===== src/rtl/mcu_user_arbiter.sv =====
// Two-requester arbiter sharing one memory-controller user port between the
// i-cache and d-cache memory sides. Serialises whole transactions.
`timescale 1ns/1ps
module mcu_user_arbiter #(
  parameter int unsigned ADDR_W     = 32,
  parameter int unsigned DATA_W     = 32,
  parameter int unsigned D_PRIORITY = 0,
  parameter int unsigned STARVE_LIM = 4
) (
  input  logic              MCU_CLK,
  input  logic              RST,
  input  logic              i_req,
  input  logic              i_we,
  input  logic [ADDR_W-1:0] i_addr,
  input  logic [DATA_W-1:0] i_datain,
  output logic              i_ack,
  output logic [DATA_W-1:0] i_dataout,
  input  logic              d_req,
  input  logic              d_we,
  input  logic [ADDR_W-1:0] d_addr,
  input  logic [DATA_W-1:0] d_datain,
  output logic              d_ack,
  output logic [DATA_W-1:0] d_dataout,
  output logic              mem_req,
  output logic              mem_we,
  output logic [ADDR_W-1:0] mem_addr,
  output logic [DATA_W-1:0] mem_datain,
  input  logic              mem_ack,
  input  logic [DATA_W-1:0] mem_dataout,
  output logic              gnt_d,
  output logic              busy
);

  localparam int unsigned CNT_W = 4;
  localparam logic [CNT_W-1:0] LIM = CNT_W'(STARVE_LIM);

  typedef enum logic [1:0] {
    IDLE = 2'd0,
    BUSY = 2'd1,
    ACK  = 2'd2,
    GAP  = 2'd3
  } state_t;

  state_t             state, state_nx;
  logic               last_d, last_d_nx;
  logic [CNT_W-1:0]   starve, starve_nx;
  logic               mem_req_nx, mem_we_nx, i_ack_nx, d_ack_nx, gnt_d_nx, busy_nx;
  logic [ADDR_W-1:0]  mem_addr_nx;
  logic [DATA_W-1:0]  mem_datain_nx, i_dataout_nx, d_dataout_nx;
  logic               cand_i, cand_d, win_d;

  // Next-state, grant and registered-output computation.
  always_comb begin
    state_nx      = state;
    last_d_nx     = last_d;
    starve_nx     = starve;
    mem_req_nx    = mem_req;
    mem_we_nx     = mem_we;
    mem_addr_nx   = mem_addr;
    mem_datain_nx = mem_datain;
    i_ack_nx      = 1'b0;
    d_ack_nx      = 1'b0;
    i_dataout_nx  = i_dataout;
    d_dataout_nx  = d_dataout;
    gnt_d_nx      = gnt_d;
    cand_i        = 1'b0;
    cand_d        = 1'b0;
    win_d         = 1'b0;

    case (state)
      IDLE: begin
        cand_i = i_req;
        cand_d = d_req;
      end
      BUSY: begin
        if (mem_ack) begin
          mem_req_nx = 1'b0;
          last_d_nx  = gnt_d;
          state_nx   = ACK;
          if (gnt_d) begin
            d_ack_nx     = 1'b1;
            d_dataout_nx = mem_dataout;
          end else begin
            i_ack_nx     = 1'b1;
            i_dataout_nx = mem_dataout;
          end
        end
      end
      ACK: state_nx = GAP;
      GAP: begin
        cand_i = i_req & last_d;
        cand_d = d_req & ~last_d;
        // In d-priority mode a still-pending d re-wins via IDLE unless i is starved.
        if ((D_PRIORITY != 0) && last_d && d_req && (starve != LIM)) cand_i = 1'b0;
        if (!(cand_i || cand_d)) state_nx = IDLE;
      end
      default: state_nx = IDLE;
    endcase

    if (cand_i && cand_d) win_d = (D_PRIORITY != 0) ? (starve != LIM) : ~last_d;
    else                  win_d = cand_d;

    if (cand_i || cand_d) begin
      state_nx      = BUSY;
      mem_req_nx    = 1'b1;
      gnt_d_nx      = win_d;
      mem_we_nx     = win_d ? d_we     : i_we;
      mem_addr_nx   = win_d ? d_addr   : i_addr;
      mem_datain_nx = win_d ? d_datain : i_datain;
      if (win_d && i_req) starve_nx = (starve == LIM) ? starve : starve + CNT_W'(1);
      else                starve_nx = '0;
    end

    busy_nx = (state_nx != IDLE);
  end

  // State and output registers with synchronous active-low reset.
  always_ff @(posedge MCU_CLK) begin
    if (!RST) begin
      state      <= IDLE;
      last_d     <= 1'b0;
      starve     <= '0;
      mem_req    <= 1'b0;
      mem_we     <= 1'b0;
      mem_addr   <= '0;
      mem_datain <= '0;
      i_ack      <= 1'b0;
      d_ack      <= 1'b0;
      i_dataout  <= '0;
      d_dataout  <= '0;
      gnt_d      <= 1'b0;
      busy       <= 1'b0;
    end else begin
      state      <= state_nx;
      last_d     <= last_d_nx;
      starve     <= starve_nx;
      mem_req    <= mem_req_nx;
      mem_we     <= mem_we_nx;
      mem_addr   <= mem_addr_nx;
      mem_datain <= mem_datain_nx;
      i_ack      <= i_ack_nx;
      d_ack      <= d_ack_nx;
      i_dataout  <= i_dataout_nx;
      d_dataout  <= d_dataout_nx;
      gnt_d      <= gnt_d_nx;
      busy       <= busy_nx;
    end
  end

endmodule

===== config.mk =====
export PLATFORM = sky130hd
export DESIGN_NAME = mcu_user_arbiter
export DESIGN_NICKNAME = d
export VERILOG_FILES = /design/src/rtl/mcu_user_arbiter.sv
export SDC_FILE = /design/constraint.sdc
export NUM_CORES = 1
export LEC_CHECK = 0
export ABC_AREA = 1
export CELL_PAD_IN_SITES_DETAIL_PLACEMENT = 1
export CELL_PAD_IN_SITES_GLOBAL_PLACEMENT = 2
export CORE_AREA = 4 4 191 193
export CTS_BUF_LIST = sky130_fd_sc_hd__clkbuf_16
export CTS_CLUSTER_DIAMETER = 50
export DETAILED_ROUTE_END_ITERATION = 12
export DIE_AREA = 0 0 195 197
export GPL_TIMING_DRIVEN = 0
export HOLD_SLACK_MARGIN = 0.05
export PLACE_DENSITY = 0.85
export SYNTH_ARGS = -nofsm -noshare
export SYNTH_HDL_FRONTEND = slang
export SYNTH_SLANG_ARGS = --single-unit

===== constraint.sdc =====
create_clock -name MCU_CLK -period 1.7 [get_ports MCU_CLK]
set_input_delay 0.34 -clock MCU_CLK [delete_from_list [all_inputs] [get_ports MCU_CLK]]
set_output_delay 0.34 -clock MCU_CLK [all_outputs]
set_load 0.02 [all_outputs]

==> results of run 1 <==
## routing by layer
metal,routed length [um],GRT usage [%],vias to the layer above
met5,0,0,-
met4,779,5.172,0
met3,2235,5.197,41
met2,16180,29.10,250
met1,13550,19.23,3591
li1,-,-,3730
## synth_stat cells
cell type,count
a211oi_1,1
a21oi_1,99
a21oi_2,1
buf_1,6
buf_2,29
buf_4,4
buf_6,1
clkbuf_1,32
clkinv_1,1
dfxtp_1,137
ha_1,6
inv_1,81
inv_2,1
nand2_1,190
nand2_2,1
nand3_1,130
nand3_2,1
nor2_1,139
o21ai_0,65
## sequential cells by signal, indices dropped and copies added (netlist names)
name / flops
d_dataout: 32
i_dataout: 32
mem_addr: 32
mem_datain: 32
state: 2
busy: 1
d_ack: 1
gnt_d: 1
i_ack: 1
last_d: 1
mem_req: 1
mem_we: 1
## cell families after synthesis
family                     share of synthesized area [%]
buffers and inverters                              10.34
AOI/OAI and AO/OA                                  13.51
adders and majority gates                          1.211
DFF                                                44.26
and+or+nand+nor                                    30.69
## power by group
group / internal [W] / switching [W]
clock network: 0.00216 / 0.00164
logic: 0.00622 / 0.00701
registers: 0.00402 / 0.000425
total: 0.0124 / 0.00907
## path summary, 6_finish.rpt
| path | startpoint | end | slack (ns) | depth (start not counted) |
|---|---|---|---|---|
| worst min-delay path | RST | mem_datain[0] | 0.38 | 3 |
| worst max register to register | state[1] | mem_addr[11] | -0.14 | 12 |
| worst max-delay path | state[1] | mem_addr[11] | -0.14 | 12 |
| worst min register to register | d_dataout[31] | d_dataout[31] | 0.46 | 2 |
## metrics by stage
step | hold WS, ns | area (um^2)
2_1_floorplan | 0.4431 | 6200
6_report | 0.3835 | 12400
5_1_grt | 0.4265 | 12400
4_1_cts | 0.3899 | 12100
3_3_place_gp | 0.4484 | 9762
3_5_place_dp | 0.4538 | 9762
## worst max-delay path, stage by stage, from the launching register on
cell     delay, ns
dfxtp_4       0.38
inv_4         0.05
ha_4          0.23
inv_4         0.06
nand2_4       0.05
a21oi_4       0.19
buf_6         0.14
buf_12        0.14
buf_12        0.12
buf_8         0.11
a21oi_2       0.05
nor2_1        0.12
nor2_1        0.06
## layout make-up
type                    count  share of cell area, %
plain buffers              72                  6.780
well taps                 455                  4.591
clock buffers              17                  3.431
multi-input cells         633                  28.37
diodes                      2                0.04036
clock inverters            15                  1.231
inverters                  83                  2.593
flip-flops and latches    137                  22.18
repair buffers            359                  30.78
## what timing repair did
item	CTS	global route
gates resized for setup	426	120
endpoints found under the setup margin	265	130
pin swaps	64	92
buffers inserted	34	7
cloned	24	5
==> metrics, run 1 <==
status=finished, violations left; failing checks=setup timing; Non-Filler Instances=1773; top cells by area, synth=dfxtp_1 (44%), nand2_1 (12%), nand3_1 (10%); Syn Inst Count=between 900 and 1000; synth unique cells=19; WL per Instance=about 18 um; nets=between 1000 and 1500; Slew @ Worst Pin=approximately 0.61 ns; vias in the first global route=between 8000 and 9000; htree depth=4; Cell Area, Synth=about 6200 um^2; Lkg Pwr=approximately 5.7 nW; Clock Path Buffers=2; Final WS setup=-0.1427 ns; Placed Cells=1679; Max-cap violations=0; Vias per Instance=~4.3; total power draw=0.02148 W; Mapped Nets=around 1100; I/O pins=roughly 300; mean post-synth cell area=6.700 um^2; initial antenna violation count=2; #FFs+latches synth=about 140; CP Capture Type=flip-flop; drt drc=0; largest net degree at the start of global routing=17; CTS sink count=137; Die Span X=between 150 and 200 um; arrival time at the worst endpoint=about 2.2 ns; GRT Util Overall=between 10% and 20%; RSZ-0062 raised after global routing=yes; Tightest Hold Check Type=in2reg; multi-input logic area=~3500 um^2; setup TNS=-3.413 ns; maximum VDD drop=just under 900 uV; die area=38420 um^2; commonest cells after routing, fill and taps aside=clkdlybuf4s50_1 (165), nand2_1 (160), dfxtp_1 (135), dlygate4sd2_1 (134), nor2_1 (115); sequential area share after synthesis=between 40% and 50%; CTS tree=yes; std cell rows=68; P per Cell Area=1732 nW/um^2; post-DP HPWL=around 22 mm; Root Buffer=clkbuf_16; Port Buf Inserts=approximately 300; Synth area leader=dfxtp_1; initial core utilization=between 10% and 20%; CP Class=reg2reg; latest clock arrival within the worst-skew pair=0.44 ns; Die Span Y=just under 200 um; final cycle utilization of the critical path=108.4%; Critical Path RT=2.03 ns; # hold bufs at CTS=0; fraction of layout cells with a size suffix above 1=22.26%; Rel. slew slack=59.24%; Vias=between 7000 and 8000; Max FO, Critical Path=6; Final ANT Viol Nets=0; Fin. Hold Viols=0; first-pass GRT wire length=49.57 mm; Synth Warn #=0; fin util=35.90%; final setup fails=just under 60; number of DRC markers in iteration 0=between 150 and 200; pre-CTS WS=-0.7082 ns; fillcell total=a little over 4000; area grow syn2layout=100.1%; Setup Skew=roughly 0.016 ns; clk slew on worst S/H paths=around 0.060 ns; core area=~35000 um^2; DR pass1 iterations=4; register area=roughly 2800 um^2; TritonCTS buffer count=17; fin crit period=approximately 1.8 ns; Routability Congestion=roughly 0.83; Highest Clock Rate=542.7 MHz; commonest non-fill, non-tap cell in the layout=clkdlybuf4s50_1; Setup crit start kind=flip-flop; Slew Limit Fails=0; GRT overflow=0; total routed wirelength=32.74 mm; Synth top area share=between 40% and 50%
(Power assumes the default switching activity.)
==> run 2: changes to the inputs <==
Settings changed: GPL_TIMING_DRIVEN 0 to default.
==> run 2 against run 1 <==
The run still ends with setup timing left. Die area is the same. Via count shrank 1.7%. Clock skew fell by 0.0076 ns. Combinational power shrank 14%. Clock-buffer cell count unchanged. Critical path depth is the same. Sequential power is essentially flat. Worst hold slack worse by 0.051 ns. Largest cell class unchanged.
==> metrics, run 2 (same netlist as run 1, synthesis figures left out) <==
Root Buffer=clkbuf_16; Die Span Y=between 150 and 200 um; fraction of layout cells with a size suffix above 1=15.88%; # hold bufs at CTS=0; CTS sink count=around 140; Vias per Instance=around 4.3; P per Cell Area=around 1700 nW/um^2; Clock Path Buffers=2; DR pass1 iterations=4; core area=roughly 35000 um^2; Switching Fraction=about two fifths; latest clock arrival within the worst-skew pair=~0.44 ns; largest net degree at the start of global routing=60; Max FO, Critical Path=8; initial antenna violation count=0; Non-Filler Instances=approximately 1700; Final ANT Viol Nets=0; TritonCTS buffer count=17; maximum VDD drop=approximately 710 uV; Final WS setup=-0.09181 ns; clk slew on worst S/H paths=approximately 0.060 ns; Highest Clock Rate=558.1 MHz; Rel. slew slack=about 77%; first-pass GRT wire length=44.48 mm; I/O pins=roughly 300; Setup Skew=between 0.008 and 0.009 ns; commonest cells after routing, fill and taps aside=nand2_1 (174), clkdlybuf4s50_1 (165), dfxtp_1 (135), dlygate4sd2_1 (134), nor2_1 (128); Reg power frac=between 20% and 30%; final cycle utilization of the critical path=105.4%; final setup fails=between 40 and 50; Port Buf Inserts=300; GRT overflow=0; Final Instance Area=between 10000 and 15000 um^2; Fin. Hold Viols=0; Die Span X=195 um; Slew @ Worst Pin=0.3390 ns; CP Capture Type=flip-flop; vias in the first global route=7658; initial core utilization=17.94%; Post-DP Area=10080 um^2; Worst R2R Start=state[0]; Clk pwr share=around 20%; total routed wirelength=slightly above 30 mm; HP Start=RST; Slew Limit Fails=0; area grow syn2layout=88.37%; arrival time at the worst endpoint=2.11 ns; Tightest Hold Check Type=in2reg; nets=1438; Psw=0.008152 W; Pint=between 0.01 and 0.015 W; Vias=~7500; drt drc=0; number of DRC markers in iteration 0=between 200 and 250; WL per Instance=17.68 um; RSZ-0062 raised after global routing=yes; combinational power share=roughly 57%; failing checks=setup timing; Routability Congestion=0.7805; std cell rows=just under 70; Setup crit start kind=flip-flop; Critical Path RT=roughly 2 ns; CTS tree=yes; Critical Path Source=state[0]; fin crit period=roughly 1.8 ns; Max-cap violations=0; status=finished, violations left; die area=between 30000 and 40000 um^2; commonest non-fill, non-tap cell in the layout=nand2_1; fillcell total=4182; post-DP HPWL=~19 mm; Placed Cells=approximately 1700; CP Class=reg2reg; htree depth=4; Hold WS=0.3324 ns; setup TNS=-1.345 ns; pre-CTS WS=-0.3214 ns; Lkg Pwr=approximately 5.5 nW; Antenna Cells=0; GRT Util Overall=around 15%
==> run 2: changes by cell type in the layout (fill, tap and decap cells not counted), sizes merged <==
cell,previous run,this run
clkbuf,57,27
inv,87,88
diode,2,0
clkinv,7,5
bufinv,2,3
bufbuf,0,1
buf,92,83
==> run 2: final timing paths <==
check | to | slack [ns] | cells after the start
worst min-delay path | state[0] | 0.33 | 3
worst max-delay path | mem_datain[15] | -0.09 | 12
worst max register to register | mem_datain[15] | -0.09 | 12
worst min register to register | d_dataout[31] | 0.46 | 2
==> run 2: layout make-up <==
class / count / area, um^2 / share of cell area (%)
clock buffer: 17 / 425.4 / 3.644
clock inverter: 15 / 188.9 / 1.618
timing repair buffer: 393 / 4315 / 36.97
inverter: 83 / 317.8 / 2.722
tap: 455 / 569.3 / 4.877
sequential: 137 / 2745 / 23.52
multi-input combinational: 633 / 3112 / 26.66
==> run 2: worst max-delay path, stage by stage, from the launching register on <==
cell and delay (ns):
dfxtp_2 0.34, inv_2 0.05, ha_4 0.29, inv_4 0.04, nand2_4 0.06, buf_4 0.11
inv_2 0.03, nand2_4 0.08, nand2_8 0.10, buf_12 0.18, clkbuf_16 0.17, o21ai_1 0.15
nor2_1 0.07
==> run 2: power by group through the flow <==
stage                     clock, W  sequential, W  combinational, W
final                      0.00398        0.00444            0.0114
after CTS                  0.00412        0.00441            0.0101
after detailed placement         0        0.00448           0.00895
after global routing       0.00424        0.00454            0.0125
after global placement           0        0.00446           0.00878
after floorplan                  0        0.00532           0.00392
==> run 2: stage by stage <==
| step | utilization (%) | power, W |
|---|---|---|
| after floorplan | - | 0.009234 |
| after global placement | 29.17 | 0.01324 |
| after detailed placement | 29.17 | 0.01343 |
| after CTS | 32.16 | 0.01863 |
| after global routing | 33.79 | 0.02124 |
| final | 33.79 | 0.01983 |
==> run 2: metal layers <==
metal	track usage [%]	up-vias	wire length, um
li1	-	3654	-
met1	17.56	3542	12620
met2	24.97	252	15250
met3	5.402	31	2301
met4	3.569	0	472
met5	0	-	0
==> run 2: repair_timing <==
action                     in CTS  in global routing
setup buffers                  14                  8
pin swaps                      11                 33
gates cloned                   11                 10
setup endpoints to repair     215                132
gates resized for setup       199                 89
==> run 3: changes to the inputs <==
Settings changed: CAP_MARGIN from default to 10.
==> results of run 3 <==
Final layout, timing and power as in run 2 (identical DEF).
